### config.mk
export PLATFORM = sky130hd
export DESIGN_NAME = clip_memory_sequencer
export DESIGN_NICKNAME = d
export VERILOG_FILES = /design/src/rtl/clip_pkg.sv /design/src/rtl/sample_tick_gen.sv /design/src/rtl/clip_memory_sequencer.sv
export SDC_FILE = /design/constraint.sdc
export NUM_CORES = 1
export LEC_CHECK = 0
export ABC_AREA = 0
export ABC_CLOCK_PERIOD_IN_PS = 3200
export BUFFER_PORTS_ARGS = -buffer_cell sky130_fd_sc_hd__clkbuf_2
export CAP_MARGIN = 20
export CORE_ASPECT_RATIO = 1.2
export CORE_MARGIN = 3
export CORE_UTILIZATION = 30
export CTS_BUF_LIST = sky130_fd_sc_hd__clkbuf_4 sky130_fd_sc_hd__clkbuf_8
export CTS_CLUSTER_SIZE = 40
export DETAILED_ROUTE_END_ITERATION = 10
export GPL_TIMING_DRIVEN = 0
export PLACE_DENSITY = 0.52
export SLEW_MARGIN = 20
export SYNTH_ARGS = -nofsm -noshare
export SYNTH_HDL_FRONTEND = slang
export SYNTH_SLANG_ARGS = --single-unit
### constraint.sdc
create_clock -name clock -period 3.2 [get_ports clock]
set_clock_uncertainty 0.15 [all_clocks]
set_input_delay 0.64 -clock clock [delete_from_list [all_inputs] [get_ports clock]]
set_output_delay 0.64 -clock clock [all_outputs]
set_load 0.03 [all_outputs]
### src/rtl/clip_pkg.sv
// Shared types and constants for the clip record/playback sequencer.
package clip_pkg;

    typedef enum logic [1:0] {
        IDLE = 2'd0,
        RUN  = 2'd1,
        DONE = 2'd2
    } state_t;

    localparam int MEMSEL_WRITE_BIT = 0;
    localparam int MEMSEL_BLOCK_BIT = 1;

    localparam int DEF_CLK_HZ       = 50_000_000;
    localparam int DEF_SAMPLE_HZ    = 8_000;
    localparam int DEF_CLIP_SECONDS = 2;

endpackage

### src/rtl/sample_tick_gen.sv
// Sample-rate divider: tick is high on the terminal count, once every CLK_HZ/SAMPLE_HZ cycles.
module sample_tick_gen #(
    parameter int CLK_HZ    = 50_000_000,
    parameter int SAMPLE_HZ = 8_000
) (
    input  logic clock,
    input  logic reset,
    input  logic clear,
    output logic tick
);
    localparam int DIV   = CLK_HZ / SAMPLE_HZ;
    localparam int CNT_W = (DIV > 1) ? $clog2(DIV) : 1;
    localparam logic [CNT_W-1:0] TERM = CNT_W'(DIV - 1);

    logic [CNT_W-1:0] r_cnt;

    always_ff @(posedge clock) begin
        if (reset || clear) begin
            r_cnt <= '0;
        end else if (r_cnt == TERM) begin
            r_cnt <= '0;
        end else begin
            r_cnt <= r_cnt + 1'b1;
        end
    end

    assign tick = !clear && (r_cnt == TERM);

endmodule

### src/rtl/clip_memory_sequencer.sv
// Steps one clip of sample-rate addresses through the two-block sample RAM,
// recording ADC samples or playing them back to the DAC, then flags completion.
module clip_memory_sequencer
    import clip_pkg::*;
#(
    parameter  int CLK_HZ       = DEF_CLK_HZ,
    parameter  int SAMPLE_HZ    = DEF_SAMPLE_HZ,
    parameter  int CLIP_SECONDS = DEF_CLIP_SECONDS,
    parameter  int DATA_W       = 16,
    localparam int SAMPLES      = SAMPLE_HZ * CLIP_SECONDS,
    localparam int IDX_W        = $clog2(SAMPLES)
) (
    input  logic              clock,
    input  logic              reset,
    input  logic              timer,
    input  logic [1:0]        memsel,
    input  logic [DATA_W-1:0] adc_data,
    input  logic              adc_valid,
    input  logic [DATA_W-1:0] mem_rdata,
    output logic [IDX_W:0]    mem_addr,
    output logic              mem_we,
    output logic [DATA_W-1:0] mem_wdata,
    output logic [DATA_W-1:0] dac_data,
    output logic              dac_valid,
    output logic              seconds2,
    output logic              busy,
    output state_t            dbg_state
);
    localparam logic [IDX_W-1:0] LAST_IDX = IDX_W'(SAMPLES - 1);

    state_t            r_state;
    state_t            w_next;
    logic [1:0]        r_op;
    logic [IDX_W-1:0]  r_idx;
    logic [DATA_W-1:0] r_hold;
    logic              r_final;
    logic              r_rd_issue;
    logic              r_rd_capture;
    logic [IDX_W:0]    r_addr;
    logic              r_we;
    logic [DATA_W-1:0] r_wdata;
    logic [DATA_W-1:0] r_dac_data;
    logic              r_dac_valid;

    logic w_tick;
    logic w_clear;
    logic w_write;
    logic w_service;

    assign w_clear   = (r_state != RUN);
    assign w_write   = r_op[MEMSEL_WRITE_BIT];
    assign w_service = (r_state == RUN) && timer && w_tick && !r_final;

    sample_tick_gen #(
        .CLK_HZ   (CLK_HZ),
        .SAMPLE_HZ(SAMPLE_HZ)
    ) u_tick (
        .clock(clock),
        .reset(reset),
        .clear(w_clear),
        .tick (w_tick)
    );

    // After the last tick, RUN is held until that sample's access has drained:
    // the write strobe for record, the read data capture for play.
    always_comb begin
        w_next = r_state;
        case (r_state)
            IDLE: if (timer) w_next = RUN;
            RUN: begin
                if (!timer) begin
                    w_next = IDLE;
                end else if (r_final && (w_write || (!r_rd_issue && r_rd_capture))) begin
                    w_next = DONE;
                end
            end
            DONE: if (!timer) w_next = IDLE;
            default: w_next = IDLE;
        endcase
    end

    always_ff @(posedge clock) begin
        if (reset) begin
            r_state      <= IDLE;
            r_op         <= '0;
            r_idx        <= '0;
            r_hold       <= '0;
            r_final      <= 1'b0;
            r_rd_issue   <= 1'b0;
            r_rd_capture <= 1'b0;
            r_addr       <= '0;
            r_we         <= 1'b0;
            r_wdata      <= '0;
            r_dac_data   <= '0;
            r_dac_valid  <= 1'b0;
        end else begin
            r_state     <= w_next;
            r_we        <= 1'b0;
            r_dac_valid <= 1'b0;
            r_rd_issue  <= 1'b0;
            // Reads still in the pipe are dropped when the operation is abandoned.
            r_rd_capture <= r_rd_issue && (w_next != IDLE);
            if (adc_valid) begin
                r_hold <= adc_data;
            end
            if (r_rd_capture && (w_next != IDLE)) begin
                r_dac_data  <= mem_rdata;
                r_dac_valid <= 1'b1;
            end
            if (r_state == IDLE && timer) begin
                r_op    <= memsel;
                r_idx   <= '0;
                r_final <= 1'b0;
            end
            if (w_service) begin
                r_addr <= {r_op[MEMSEL_BLOCK_BIT], r_idx};
                if (w_write) begin
                    r_we    <= 1'b1;
                    r_wdata <= r_hold;
                end else begin
                    r_rd_issue <= 1'b1;
                end
                if (r_idx == LAST_IDX) begin
                    r_final <= 1'b1;
                end else begin
                    r_idx <= r_idx + 1'b1;
                end
            end
        end
    end

    assign mem_addr  = r_addr;
    assign mem_we    = r_we;
    assign mem_wdata = r_wdata;
    assign dac_data  = r_dac_data;
    assign dac_valid = r_dac_valid;
    assign seconds2  = (r_state == DONE);
    assign busy      = (r_state == RUN);
    assign dbg_state = r_state;

endmodule

==> results list <==
- In this run the core area contains between 40 and 50 standard-cell rows.
* Non-filler cells, final: 722
- CP Launch Type: flip-flop
* Remaining DRCs: 0
- Detail Route Antenna Nets: 0
- The first global-routing pass estimated between 15,000 and 20,000 um of wire.
- Highest Clock Rate: 379 MHz
- GP Congestion: ~0.8
- Counting flops with an async set or reset pin after synthesis yields a share of 0.
- Clock period minus final worst setup slack: 2.64 ns
- After legalization and detailed placement, the total HPWL measured ~7500 um.
- Worst hold slack: 0.303 ns
- Resized Gates After CTS: 0
- Via-to-Cell Ratio: just under 5
- STA classifies the critical path endpoint as a flip-flop.
- STA puts the critical path data required time at around 3.3 ns.
* Worst reg2reg path depth: 5
- Broken down by cell family, the worst path's largest delay share belongs to simple AND/OR/NAND/NOR gates.
- Series of cell instances along the critical path: or4b_4 > nor4_2 > clkbuf_1 > nand3_1 > a21oi_1
- Clock-pin slew was measured on the worst setup and hold paths at roughly 0.090 ns.
- Run status: complete, no violations
* Count of cell instances traversed by the critical path: 5
- Routed length per placed instance: 14.3 um
- In this run, CTS created clock tree buffers numbering 9.
- For this design the ratio of total power to cell area is around 460 nW/um^2.
- In this run the number of H-tree levels came out at 3.
- Setup Viol. Count Final: 0
- EDFF count, synth: 0
* Vias after detailed routing: ~3,500
- Beginning of the worst register-to-register path: u_tick.r_cnt[4]
* Clock Sink Count: 99
* R2R setup slack: ~0.56 ns
- Most used flip-flop cell after synthesis: sky130_fd_sc_hd__dfxtp_1
* Antenna violations before repair: 0
- Transition time at the pin with the least slew margin: 0.787 ns
* Util after Layout: 0.376
- Root Buffer: sky130_fd_sc_hd__clkbuf_8
- Of the available clock period, the critical path in the final layout requires 0.824.
- On the worst path, the slowest cell contributes a delay of around 0.66 ns.
- For this run the aggregate overflow at the end of global routing stands at 0.
- The mapped netlist covers 3950 um^2.
- CTS Hold Bufs: 0
- In this run the static leakage power is around 1.8 nW.
* Count of nets after finishing: 595
- The final-report hold violation count came to 0.
* Yosys warning total: 0
* Largest net degree at the start of global routing: 15
* Area of combinational cells with multiple inputs: roughly 1800 um^2
- Boundary Pins: 91
- Of all nets on the critical path, the largest fanout is 10.
* Total inserted antenna cells: 0
- Filler cells: 1,356
- Counting both buffers and inverters, the worst setup path holds a total of 1.
* RSZ-0062 raised after global routing: false
- Sequential element share of the synthesized area: 0.502
* Footprint of the flip-flops and latches: 1980 um^2
- Crit Reg-Reg Endpoint: mem_wdata[14]
- Fin. max-slew vios: 0
* FF+latch count, synth: 99
- Die Wd: 111 um
- The floorplan step defined a die boundary enclosing between 10,000 and 15,000 um^2.
* Data arrival at the endpoint of the critical path: between 2 and 3 ns
- The first TritonRoute pass finished after 4 iterations.
- For this run, the total global-route usage over all layers was measured as 0.145.
* Clock latency on the worst-skew pair: 0.37 ns
* Post-CTS setup buffer count: 0
- In this run the worst setup path terminates at mem_wdata[14].
- Once placement completed, the tool counted placed cells totaling 707.
- In this run the worst hold path is classified as reg2reg.
* Count of routing violations after the opening detailed-route iteration: roughly 170
* Crit-path slowest cell: sky130_fd_sc_hd__nor4_2
- TritonCTS built the clock tree.
* Number of buffers on the longest clock path: 2
- The critical path in this run is classified as reg2reg.
- Area added between synthesis and finish: 21.7%
- Number of nets produced by synthesis: 495
- In this run the tool buffered the top-level ports with 89 buffer cells.
- From bottom edge to top edge, the die measures 132 um.
* Largest vdd supply drop: 0.238 mV
- After routing, the total negative slack on setup checks comes to 0 ns.
* Worst slew slack as a fraction of its limit: 0.469
- Placeable core region: 12,800 um^2
- Max-cap viol count: 0
- Gate Count Post-Synth: 454
* Layout cells sized above 1: 0.217
- Via count of the first global-routing pass: 3,470
* Distinct cell type count of the synthesized netlist: 44
- The initial utilization of the core area, before any placement, comes to 0.309.
- Origin of the worst setup path: u_tick.r_cnt[4]
- Detailed-route wire length: about 10,000 um
- After synthesis, the mean cell area works out to 8.70 um^2.
cells in the mapped netlist (2+ instances only):
| library cell | number | area share |
|---|---|---|
| sky130_fd_sc_hd__a21oi_1 | 59 | 0.075 |
| sky130_fd_sc_hd__a31oi_1 | 3 | 0.0048 |
| sky130_fd_sc_hd__and3_1 | 3 | 0.0048 |
| sky130_fd_sc_hd__and3_2 | 2 | 0.0038 |
| sky130_fd_sc_hd__and4_1 | 2 | 0.0044 |
| sky130_fd_sc_hd__and4_2 | 2 | 0.0051 |
| sky130_fd_sc_hd__clkbuf_1 | 23 | 0.022 |
| sky130_fd_sc_hd__clkbuf_8 | 3 | 0.010 |
| sky130_fd_sc_hd__dfxtp_1 | 99 | 0.50 |
| sky130_fd_sc_hd__ha_1 | 3 | 0.0095 |
| sky130_fd_sc_hd__inv_1 | 6 | 0.0057 |
| sky130_fd_sc_hd__mux2i_1 | 17 | 0.043 |
| sky130_fd_sc_hd__nand2_1 | 78 | 0.074 |
| sky130_fd_sc_hd__nand3_1 | 27 | 0.034 |
| sky130_fd_sc_hd__nand4_1 | 9 | 0.014 |
| sky130_fd_sc_hd__nor2_1 | 37 | 0.035 |
| sky130_fd_sc_hd__nor2b_1 | 3 | 0.0048 |
| sky130_fd_sc_hd__nor3_1 | 4 | 0.0051 |
| sky130_fd_sc_hd__nor3b_1 | 2 | 0.0038 |
| sky130_fd_sc_hd__nor4_1 | 3 | 0.0048 |
| sky130_fd_sc_hd__o211ai_1 | 4 | 0.0076 |
| sky130_fd_sc_hd__o21ai_0 | 19 | 0.024 |
| sky130_fd_sc_hd__o311ai_0 | 2 | 0.0044 |
| sky130_fd_sc_hd__o31ai_1 | 5 | 0.0095 |
| sky130_fd_sc_hd__or3_2 | 2 | 0.0038 |
| sky130_fd_sc_hd__or4_1 | 10 | 0.019 |
| sky130_fd_sc_hd__xnor2_1 | 5 | 0.011 |
| sky130_fd_sc_hd__xor2_1 | 6 | 0.013 |
cell type report:
type / count / area share
flip-flops and latches: 99 / 0.412
multi-input cells: 321 / 0.376
repair buffers: 89 / 0.0926
well taps: 164 / 0.0427
clock buffers: 13 / 0.0346
plain buffers: 28 / 0.0299
clock inverters: 2 / 0.00729
inverters: 6 / 0.00468
power by group:
| group | switching, mW | leakage (nW) | internal [mW] |
|---|---|---|---|
| logic | 0.0625 | 0.895 | 0.0385 |
| registers | 0.00890 | 0.801 | 1.25 |
| clock network | 0.419 | 0.106 | 0.417 |
metal layers:
layer | vias to the layer above | global-route usage | part of all wire
li1 | 1799 | - | -
met1 | 1655 | 0.188 | 0.47
met2 | 79 | 0.232 | 0.46
met3 | 15 | 0.0336 | 0.054
met4 | 0 | 0.0575 | 0.017
met5 | - | 0 | 0
state kept, by name, indices dropped and copies added (netlist names):
| register | count |
|---|---|
| dac_data | 16 |
| mem_wdata | 16 |
| r_hold | 16 |
| mem_addr | 15 |
| r_idx | 14 |
| u_tick.r_cnt | 13 |
| dbg_state | 2 |
| r_op | 2 |
| dac_valid | 1 |
| mem_we | 1 |
| r_final | 1 |
| r_rd_capture | 1 |
| r_rd_issue | 1 |
tightest hold or removal path: stages, from the launching register on:
cell	delay, ns
sky130_fd_sc_hd__dfxtp_1	0.32
sky130_fd_sc_hd__nand2_1	0.05
sky130_fd_sc_hd__a21oi_1	0.05
stage by stage:
step / area, um^2 / setup WS, ns / total power, mW
detailed placement: 4600 / 0.242 / 1.39
CTS: 4800 / 0.219 / 2.22
global placement: 4600 / 0.230 / 1.38
global route: 4810 / 0.317 / 2.28
finish: 4810 / 0.562 / 2.19
floorplan: 3950 / 0.786 / 1.34
cell families after synthesis:
logic type                 Yosys count  synth area share
xor gates and xnor gates            11            0.0244
adders and majority gates            3           0.00950
DFF                                 99             0.502
and+or+nand+nor                    193             0.243
muxes                               17            0.0431
buffers and inverters               34            0.0421
AOI/OAI and AO/OA                   97             0.136
how the worst min path moves through the flow:
stage / startpoint / to / slack (ns) / depth (start not counted)
after floorplan: r_op[1] / mem_addr[14] / 0.29 / 2
after global placement: mem_addr[7] / mem_addr[7] / 0.29 / 2
after detailed placement: mem_addr[7] / mem_addr[7] / 0.29 / 2
after CTS: mem_addr[7] / mem_addr[7] / 0.30 / 2
after global routing: mem_rdata[14] / dac_data[14] / 0.31 / 3
final: mem_addr[6] / mem_addr[6] / 0.30 / 2
placed cells by master (no fill, tap or decap), types with 3 or more instances in the layout:
cell	instances
sky130_fd_sc_hd__o21ai_0	19
sky130_fd_sc_hd__o211ai_1	4
sky130_fd_sc_hd__xnor2_1	5
sky130_fd_sc_hd__clkbuf_1	23
sky130_fd_sc_hd__a21oi_1	59
sky130_fd_sc_hd__mux2i_1	17
sky130_fd_sc_hd__a31oi_1	3
sky130_fd_sc_hd__nor3_1	4
sky130_fd_sc_hd__nand4_1	9
sky130_fd_sc_hd__and3_1	3
sky130_fd_sc_hd__clkbuf_8	14
sky130_fd_sc_hd__clkbuf_2	89
sky130_fd_sc_hd__nand2_1	78
sky130_fd_sc_hd__xor2_1	6
sky130_fd_sc_hd__inv_1	6
sky130_fd_sc_hd__o31ai_1	5
sky130_fd_sc_hd__nor2b_1	3
sky130_fd_sc_hd__ha_1	3
sky130_fd_sc_hd__dfxtp_1	99
sky130_fd_sc_hd__nand3_1	27
sky130_fd_sc_hd__or4_1	10
sky130_fd_sc_hd__nor2_1	37
Note: power is estimated with default switching activity, not from simulation.
